**config.mk**
```make
export PLATFORM = sky130hd
export DESIGN_NAME = mcu_trace_buffer
export DESIGN_NICKNAME = d
export VERILOG_FILES = /design/src/rtl/mcu_trace_buffer.sv
export SDC_FILE = /design/constraint.sdc
export NUM_CORES = 1
export LEC_CHECK = 0
export BUFFER_PORTS_ARGS = -buffer_cell sky130_fd_sc_hd__buf_2
export CAP_MARGIN = 20
export CORE_ASPECT_RATIO = 1.25
export CORE_MARGIN = 5
export CORE_UTILIZATION = 60
export CTS_BUF_LIST = sky130_fd_sc_hd__clkbuf_4
export CTS_CLUSTER_DIAMETER = 200
export DETAILED_ROUTE_END_ITERATION = 10
export PLACE_DENSITY = 0.84
export SYNTH_ARGS = -nofsm -noshare
export SYNTH_HDL_FRONTEND = slang
export SYNTH_SLANG_ARGS = --single-unit
```
**constraint.sdc**
```tcl
create_clock -name clk -period 4.5 [get_ports clk]
set_input_delay 0.675 -clock clk [delete_from_list [all_inputs] [get_ports clk]]
set_output_delay 0.675 -clock clk [all_outputs]
set_load 0.02 [all_outputs]
```
**src/rtl/mcu_trace_buffer.sv**
```systemverilog
// Execution trace recorder: samples {ts, state, pc, instr} into a circular
// buffer. It can log on change or every cycle, can wait for a PC trigger, and
// can either wrap or stop when full. A consumer drains the buffer through a
// show-ahead valid/ready port.
module mcu_trace_buffer #(
  parameter  int PC_W    = 8,
  parameter  int INSTR_W = 8,
  parameter  int STATE_W = 3,
  parameter  int TS_W    = 16,
  parameter  int DEPTH   = 16,
  localparam int AW      = $clog2(DEPTH),
  localparam int ENTRY_W = TS_W + STATE_W + PC_W + INSTR_W
) (
  input  logic               clk,
  input  logic               reset,
  input  logic               trace_en,
  input  logic               clear,
  input  logic               every_cyc,
  input  logic               wrap_en,
  input  logic               trig_en,
  input  logic [PC_W-1:0]    trig_pc,
  input  logic [PC_W-1:0]    pc,
  input  logic [STATE_W-1:0] state,
  input  logic [INSTR_W-1:0] instr,
  input  logic               rd_ready,
  output logic               rd_valid,
  output logic [ENTRY_W-1:0] rd_data,
  output logic [AW:0]        count,
  output logic               overflow,
  output logic [7:0]         dropped,
  output logic [1:0]         fsm_state
);

  typedef enum logic [1:0] {IDLE = 2'd0, ARMED = 2'd1, CAPTURE = 2'd2, STOPPED = 2'd3} fsm_t;

  localparam logic [AW:0] FULL_COUNT = (AW + 1)'(DEPTH);

  fsm_t               fsm_q, fsm_d;
  logic [TS_W-1:0]    ts;
  logic [AW-1:0]      wr_ptr, rd_ptr;
  logic               first;
  logic [STATE_W-1:0] last_state;
  logic [INSTR_W-1:0] last_instr;
  logic [ENTRY_W-1:0] mem [DEPTH];

  logic log_cycle, log_req, full, pop, wr_en, wr_over, wr_drop;

  // Free-running timestamp; only reset restarts it, clear does not.
  // NOTE: sequential state uses non-blocking (<=) so every flop samples pre-edge values.
  always_ff @(posedge clk or negedge reset) begin
    if (!reset) ts <= '0;
    else        ts <= ts + 1'b1;
  end

  // FSM state register.
  always_ff @(posedge clk or negedge reset) begin
    if (!reset) fsm_q <= IDLE;
    else        fsm_q <= fsm_d;
  end

  // FSM next-state: clear beats everything, then loss of trace_en.
  // NOTE: default assignment first so no path leaves fsm_d unassigned (no latch).
  always_comb begin
    fsm_d = fsm_q;
    if (clear || !trace_en) begin
      fsm_d = IDLE;
    end else begin
      case (fsm_q)
        IDLE:    fsm_d = trig_en ? ARMED : CAPTURE;
        ARMED:   if (pc == trig_pc) fsm_d = CAPTURE;
        CAPTURE: if (wr_drop) fsm_d = STOPPED;
        default: fsm_d = fsm_q;
      endcase
    end
  end

  // FSM outputs: decide whether this cycle logs, and where the entry goes.
  always_comb begin
    log_cycle = trace_en && !clear &&
                ((fsm_q == CAPTURE) || ((fsm_q == ARMED) && (pc == trig_pc)));
    log_req   = log_cycle &&
                (every_cyc || first || (state != last_state) || (instr != last_instr));
    full      = (count == FULL_COUNT);
    pop       = (count != '0) && rd_ready && !clear;
    // A simultaneous pop frees a slot, so a full buffer only loses data without one.
    wr_drop   = log_req && full && !pop && !wrap_en;
    wr_over   = log_req && full && !pop &&  wrap_en;
    wr_en     = log_req && !wr_drop;
  end

  // Entry storage.
  // NOTE: the array has no reset; count/rd_valid gate stale contents from view.
  always_ff @(posedge clk) begin
    if (wr_en) mem[wr_ptr] <= {ts, state, pc, instr};
  end

  // Pointers, occupancy and loss accounting.
  always_ff @(posedge clk or negedge reset) begin
    if (!reset) begin
      wr_ptr   <= '0;
      rd_ptr   <= '0;
      count    <= '0;
      overflow <= 1'b0;
      dropped  <= '0;
    end else if (clear) begin
      wr_ptr   <= '0;
      rd_ptr   <= '0;
      count    <= '0;
      overflow <= 1'b0;
      dropped  <= '0;
    end else begin
      if (wr_en)          wr_ptr <= wr_ptr + 1'b1;
      // Overwrite-when-full retires the oldest entry just like a pop.
      if (pop || wr_over) rd_ptr <= rd_ptr + 1'b1;
      if (wr_en && !pop && !wr_over) count <= count + 1'b1;
      else if (pop && !wr_en)        count <= count - 1'b1;
      if (wr_over || wr_drop) begin
        overflow <= 1'b1;
        if (dropped != 8'hFF) dropped <= dropped + 1'b1;
      end
    end
  end

  // Change detection: last written sample, plus first-sample-since-capture flag.
  always_ff @(posedge clk or negedge reset) begin
    if (!reset) begin
      first      <= 1'b1;
      last_state <= '0;
      last_instr <= '0;
    end else if (clear) begin
      first <= 1'b1;
    end else if (wr_en) begin
      first      <= 1'b0;
      last_state <= state;
      last_instr <= instr;
    end else if (fsm_q != CAPTURE) begin
      first <= 1'b1;
    end
  end

  assign rd_valid  = (count != '0);
  assign rd_data   = rd_valid ? mem[rd_ptr] : '0;
  assign fsm_state = fsm_q;

endmodule
```
==> impl_results.md, run 1 <==
- Die ar.: about 45000 sq um
- Setup TNS: 0 ps
- CP Class: flop to output pin
- Yosys reg bits: between 600 and 700
- Num Clock Sinks: 612
- Most frequent cell after synthesis: edfxtp_1
- Residual DRC: 0
- Cell variety after synth: 50
- Root buffer cell: clkbuf_4
- Resized cells post-CTS: 0
- CTS tree: built
- Post-synth ARST share: under 10%
- Main synth FF type: edfxtp_1
- Pin count of the biggest net entering global routing: 61
- Setup Fix Bufs, Post-CTS: 0
- Grt ovf: 0
- Hold slack: 226.2 ps
- Crit. End Element: output pin
- Final min period: around 4200 ps
- R2r worst-path depth: 11
- Normalized max-slew margin: about half
- Average vias per placed instance: 6.369
- Top fanout value on the critical path: 22
- Slew Limit Fails: 0
- Cell taking the most area after synthesis: edfxtp_1
- Worst setup endpoint: rd_data[25]
- CP required: between 3000 and 4000 ps
- Leak: between 0.009 and 0.01 uW
- Hold_buf cts: 1
- Total GRT Usage: 25.58%
- Setup violations, final: 0
- Clock slew seen by the registers of the worst setup and hold paths: ~70 ps
- Setup crit start kind: flop
- Initial antenna violation count: 3
- Port Buffer Count: 86
- Met1 global-route usage: approximately a third
- WL per Instance: ~26 um
- CTS buffer count: between 100 and 150
- Starting DRT DRC Count: 1472
- Max-capacitance violation count: 0
- Rows: ~80
- Vias in the first global route: about 14000
- # nets final: around 1600
- GP Congestion: 0.8679
- DRT antenna net count: 0
- Chip Height: ~240 um
- RSZ-0062 raised after global routing: false
- Clk_skew: about 48 ps
- Synth warn: 0
- DR vias: ~14000
- Crit path launch: rd_ptr[1]
- Peak VDD IR: between 400 and 500 uV
- Synthesized instance count: between 1000 and 1500
- Die Width: ~190 um
- Post-synthesis cell area: 24310 sq um
- Synth top area cells: edfxtp_1, mux4_2, mux2i_1
- Met2 usage: a little over two fifths
- First-pass GRT wire length: 85.75 mm
- Final Hold Fails: 0
- Hold crit path type: input pin to flop
- HPWL after detailed placement: approximately 33 mm
- Worst-margin pin slew: a little over 700 ps
- Most used routing layer in global routing: met2
- PwrDens: around 500 nW/um^2
- WL final: 56.79 mm
- Hold wc startpoint: pc[6]
- Mapped Nets: 1373
- Worst skew pair latency: a little over 800 ps
- I/O Pins: slightly below 90
- Final Cycle Share: between 90% and 100%
- Crit path arrival time: roughly 3500 ps
- Top cell type's share of synthesized area: a little under 70%
- Status: finished, final reports clean
- Post-synth EDFFs: 560
- Area Overhead vs Synth: 14.19%
- R2R Setup Slk: 760 ps
- Clk buf depth: 3
- Synth top cells by count: edfxtp_1, mux2i_1, nand2_1, o221ai_1, mux4_2
- Core region area: ~40000 sq um
- DRT Pass-1 Iters: 5
- Fmax: 237.2 MHz
- # H-tree levels: 4
- Syn_area_per_cell: between 15 and 20 sq um
- Met3 Track Usage GR: roughly 5.9%
- Sequential cell area fraction in the yosys report: roughly three quarters
- Initial Util: roughly three fifths
- Ratio of cells with drive above 1 in the final layout: 28.33%
- RR Endpoint: count[4]
- FF-to-FF Start: count[0]
[metrics by stage]
| step | util (%) | cell area (sq um) | std cells | setup slack, ps | total power [uW] |
|---|---|---|---|---|---|
| floorplan | - | 24310 | 1323 | 994.2 | 8141 |
| global placement | 64.15 | 25740 | 1931 | 629.5 | 8846 |
| detailed placement | 64.15 | 25740 | 1931 | 503.2 | 8914 |
| CTS | 69.19 | 27760 | 2191 | 248.8 | 13670 |
| global route | 69.21 | 27760 | 2193 | 93.10 | 14140 |
| finish | 69.21 | 27760 | 2193 | 283.8 | 13610 |
[cells by family (layout without fill, tap and decap cells)]
logic type               after synthesis  after routing  synth area share [%]
multiplexers                         221            221                 12.73
XOR/XNOR                              38             38                 1.369
adder cells (fa/ha/maj)               15             15                0.8028
flip-flops                           612            612                 74.52
AND/OR/NAND/NOR                      181            181                 3.680
buffers and inverters                 83            405                 1.379
AO/OA/AOI/OAI                        173            173                 5.522
other                                  0              2                     0
[layout make-up]
type                       instances  area [sq um]
fill                            2378         12350
clock buffer                     212          1592
sequential                       612         18130
inverter                          12         45.04
clock inverter                    47         420.4
multi-input combinational        628          5884
timing repair buffer             134          1006
tap                              546         683.2
antenna                            2         5.005
[critical path: stages (launching register included)]
cell and delay [ps]:
dfrtp_4 640, nand2b_2 550, buf_4 360, o221ai_1 340, o22ai_1 140, a211oi_1 400, buf_2 250
[worst min-delay path by stage]
| stage | to | depth (start not counted) | slack, ps |
|---|---|---|---|
| floorplan | count[0] | 0 | 380 |
| global placement | last_state[0] | 2 | 480 |
| detailed placement | last_instr[0] | 2 | 490 |
| CTS | fsm_state[1] | 3 | 150 |
| global route | mem[2][14] | 1 | 180 |
| finish | mem[14][14] | 1 | 230 |
[report_power, final]
| group | switching [uW] | total [uW] | internal, uW |
|---|---|---|---|
| combinational | 1450 | 2420 | 972 |
| sequential | 147 | 6390 | 6240 |
| clock | 2110 | 4800 | 2680 |
[sequential cells by signal, indices dropped and copies added, names as in the netlist]
register    count
count           5
fsm_state       2
rd_ptr          4
wr_ptr          4
mem           560
first           1
last_instr      8
overflow        1
dropped         8
last_state      3
ts             16
[metal layers]
layer	share of wire [%]	vias up
li1	-	5910
met1	36	7069
met2	51	836
met3	9.3	151
met4	3.6	2
met5	0.023	-
[placed cells by master (no fill, tap or decap), types with 10 or more instances in the layout]
cell type | Yosys | routed
edfxtp_1 | 560 | 560
buf_4 | 0 | 30
ha_1 | 14 | 14
o221ai_1 | 71 | 71
nand2_1 | 86 | 85
buf_12 | 0 | 17
dfrtp_1 | 51 | 48
o22ai_1 | 35 | 35
nand4_1 | 15 | 15
xnor2_1 | 33 | 33
nand3_1 | 10 | 10
a211oi_1 | 35 | 35
clkbuf_4 | 0 | 212
mux4_2 | 70 | 70
nor2_1 | 22 | 22
clkinv_1 | 1 | 28
mux2i_1 | 146 | 146
buf_2 | 19 | 86
No activity file was read; power rests on OpenSTA's default activity.
==> run 2: changes to the inputs <==
--- a/config.mk
+++ b/config.mk
@@ -14,6 +14,8 @@
 export CTS_CLUSTER_DIAMETER = 200
 export DETAILED_ROUTE_END_ITERATION = 10
 export PLACE_DENSITY = 0.84
+export REMOVE_ABC_BUFFERS = 1
+export SETUP_SLACK_MARGIN = 0.5
 export SYNTH_ARGS = -nofsm -noshare
 export SYNTH_HDL_FRONTEND = slang
 export SYNTH_SLANG_ARGS = --single-unit
==> run 2 against run 1 <==
Compared with the run above: global-route usage is 0.16 points lower; worst hold slack worse by 9.1 ps; sequential power barely moved; utilization shrank 0.72 points; critical path depth is the same; largest cell class unchanged.
==> impl_results.md, run 2 (synthesis gave the netlist of run 1 again) <==
- Top fanout value on the critical path: 39 (+77%)
- Worst-margin pin slew: 771.3 ps (+53.38 ps)
- Root buffer cell: clkbuf_4
- Slew Limit Fails: 0 (unchanged)
- Clk buf depth: 3 (unchanged)
- R2R Setup Slk: 1050 ps (+290 ps)
- Crit path arrival time: 3280 ps (-260 ps)
- Initial antenna violation count: 1 (-2)
- # H-tree levels: 4 (unchanged)
- Max-capacitance violation count: 0 (unchanged)
- Hold endpoint: last_state[1]
- Leak: 0.009109 uW (-1.5%)
- Clk_skew: 35.15 ps (-13.19 ps)
- Core region area: 40120 sq um (unchanged)
- # nets final: 1581 (unchanged)
- Average vias per placed instance: 6.366 (about the same)
- Pin count of the biggest net entering global routing: 53 (-13%)
- Total GRT Usage: 25.41% (-0.16 points)
- Sw power: 3636 uW (-2.0%)
- Normalized max-slew margin: 48.58% (-3.3 points)
- Hold crit path type: input pin to flop
- Vias in the first global route: 14740 (+1.6%)
- Status: finished, final reports clean
- RR Endpoint: count[4]
- CP required: 3830 ps (about the same)
- Hold Path Depth: 3 (+2)
- DRT Pass-1 Iters: 5 (unchanged)
- Num Clock Sinks: 612 (unchanged)
- Hold slack: 217.1 ps (-9.136 ps)
- Die Width: 190.1 um (unchanged)
- CTS buffer count: 140 (-2.1%)
- Fmax: 252.6 MHz (+6.5%)
- Most frequent cells in the layout: edfxtp_1, clkbuf_4, mux2i_1
- Peak VDD IR: 458.9 uV (+5.2%)
- First-pass GRT wire length: 85.51 mm (-0.27%)
- Biggest regs: mem x560, ts x16
- Comb pwr share: 19.1% (+1.3 points)
- Area Overhead vs Synth: 12.99%
- CP Class: flop to output pin
- FF-to-FF Start: count[0]
- WL per Instance: 25.77 um (-0.48%)
- Starting DRT DRC Count: 1647 (+12%)
- RSZ-0062 raised after global routing: true
- Setup violations, final: 0 (unchanged)
- Setup TNS: 0 ps (unchanged)
- Pint: 9439 uW (-4.6%)
- R2r worst-path depth: 11 (unchanged)
- Clk pwr share: 32.1% (-3.2 points)
- WL final: 55.98 mm (-1.4%)
- GP Congestion: 0.8151 (-6.1%)
- Setup crit start kind: flop
- Flop pwr share: 48.7% (+1.7 points)
- DR vias: 13830 (-1.0%)
- PwrDens: 475.9 nW/um^2 (-2.9%)
- I/O Pins: 87 (unchanged)
- Rows: 82 (unchanged)
- Hold wc startpoint: state[1]
- Chip Height: 235.1 um (unchanged)
- Worst skew pair latency: 840 ps (about the same)
- Filler instances: 2390 (+0.50%)
- CTS tree: built
- Crit. End Element: output pin
- Grt ovf: 0 (unchanged)
- Ratio of cells with drive above 1 in the final layout: 27.75% (-0.57 points)
- Most flops, register: mem
- Commonest non-fill, non-tap cell in the layout: edfxtp_1
- HPWL after detailed placement: 30.65 mm (-6.5%)
- Die ar.: 44670 sq um (unchanged)
- Port Buffer Count: 86 (unchanged)
- DRT antenna net count: 0 (unchanged)
- Final Cycle Share: 87.98% (-5.7 points)
- Final Hold Fails: 0 (unchanged)
- Max reg flops: 560 (unchanged)
- Initial Util: 60.61% (unchanged)
- Clock slew seen by the registers of the worst setup and hold paths: 70 ps (about the same)
- Sw Share: 27.81% (+0.54 points)
- Final min period: 3959 ps (-257.3 ps)
- Residual DRC: 0 (unchanged)
## run 2: area by class of cell
| type | count | area [sq um] | area share, % |
|---|---|---|---|
| sequential | 612 | 18130 | 65.99 |
| timing repair buffer | 137 | 994.7 | 3.621 |
| antenna | 1 | 2.502 | 0.009109 |
| clock inverter | 41 | 239.0 | 0.8699 |
| multi-input combinational | 628 | 5914 | 21.53 |
| inverter | 12 | 45.04 | 0.1640 |
| tap | 546 | 683.2 | 2.487 |
| clock buffer | 195 | 1464 | 5.329 |
## run 2: how the worst max path moves through the flow
stage,to,startpoint,slack (ps),depth (start not counted)
after global routing,rd_data[17],rd_ptr[1],450,6
after detailed placement,count[4],pc[3],330,11
after floorplan,rd_data[0],rd_ptr[0],-4730,3
after global placement,count[4],pc[3],420,11
after CTS,rd_data[17],rd_ptr[0],460,6
final,rd_data[17],rd_ptr[1],540,6
## run 2: layer usage
layer,share of wire [%],vias to the layer above,GRT usage [%]
met4,2.8,0,10.24
met2,52,808,42.14
met3,8.8,127,5.864
li1,-,5901,-
met5,0,-,0
met1,36,6990,32.86
## run 2: through the flow
stage	std cells	utilization [%]	instance area, sq um	total power [uW]	setup slack, ps
6_report	2172	68.48	27470	13070	541.1
5_1_grt	2172	68.48	27470	13630	454.8
4_1_cts	2170	68.38	27430	13140	463.1
3_5_place_dp	1931	63.94	25650	8930	333.3
3_3_place_gp	1931	63.94	25650	8876	417.5
2_1_floorplan	1252	-	24020	8556	-4731
## run 2: timing repair
| item | CTS | global route |
|---|---|---|
| resized for setup | 5 | 3 |
| hold buffers | 1 | 0 |
| pin swaps | 0 | 0 |
| setup endpoints to repair | 33 | 7 |
| setup buffers | 2 | 1 |
| hold endpoints to repair | 51 | 0 |
## run 2: power by group through the flow
stage | registers (uW) | logic (uW) | clock network, uW
6_report | 6370 | 2500 | 4200
5_1_grt | 6380 | 2650 | 4600
4_1_cts | 6390 | 2480 | 4270
3_5_place_dp | 6550 | 2380 | 0
3_3_place_gp | 6540 | 2330 | 0
2_1_floorplan | 6730 | 1830 | 0
## run 2: worst max-delay path: stages (launching register included)
cell and delay (ps):
dfrtp_4 660, nand2b_2 270, buf_4 320, o221ai_1 340, o22ai_1 140, a211oi_1 430, buf_2 260
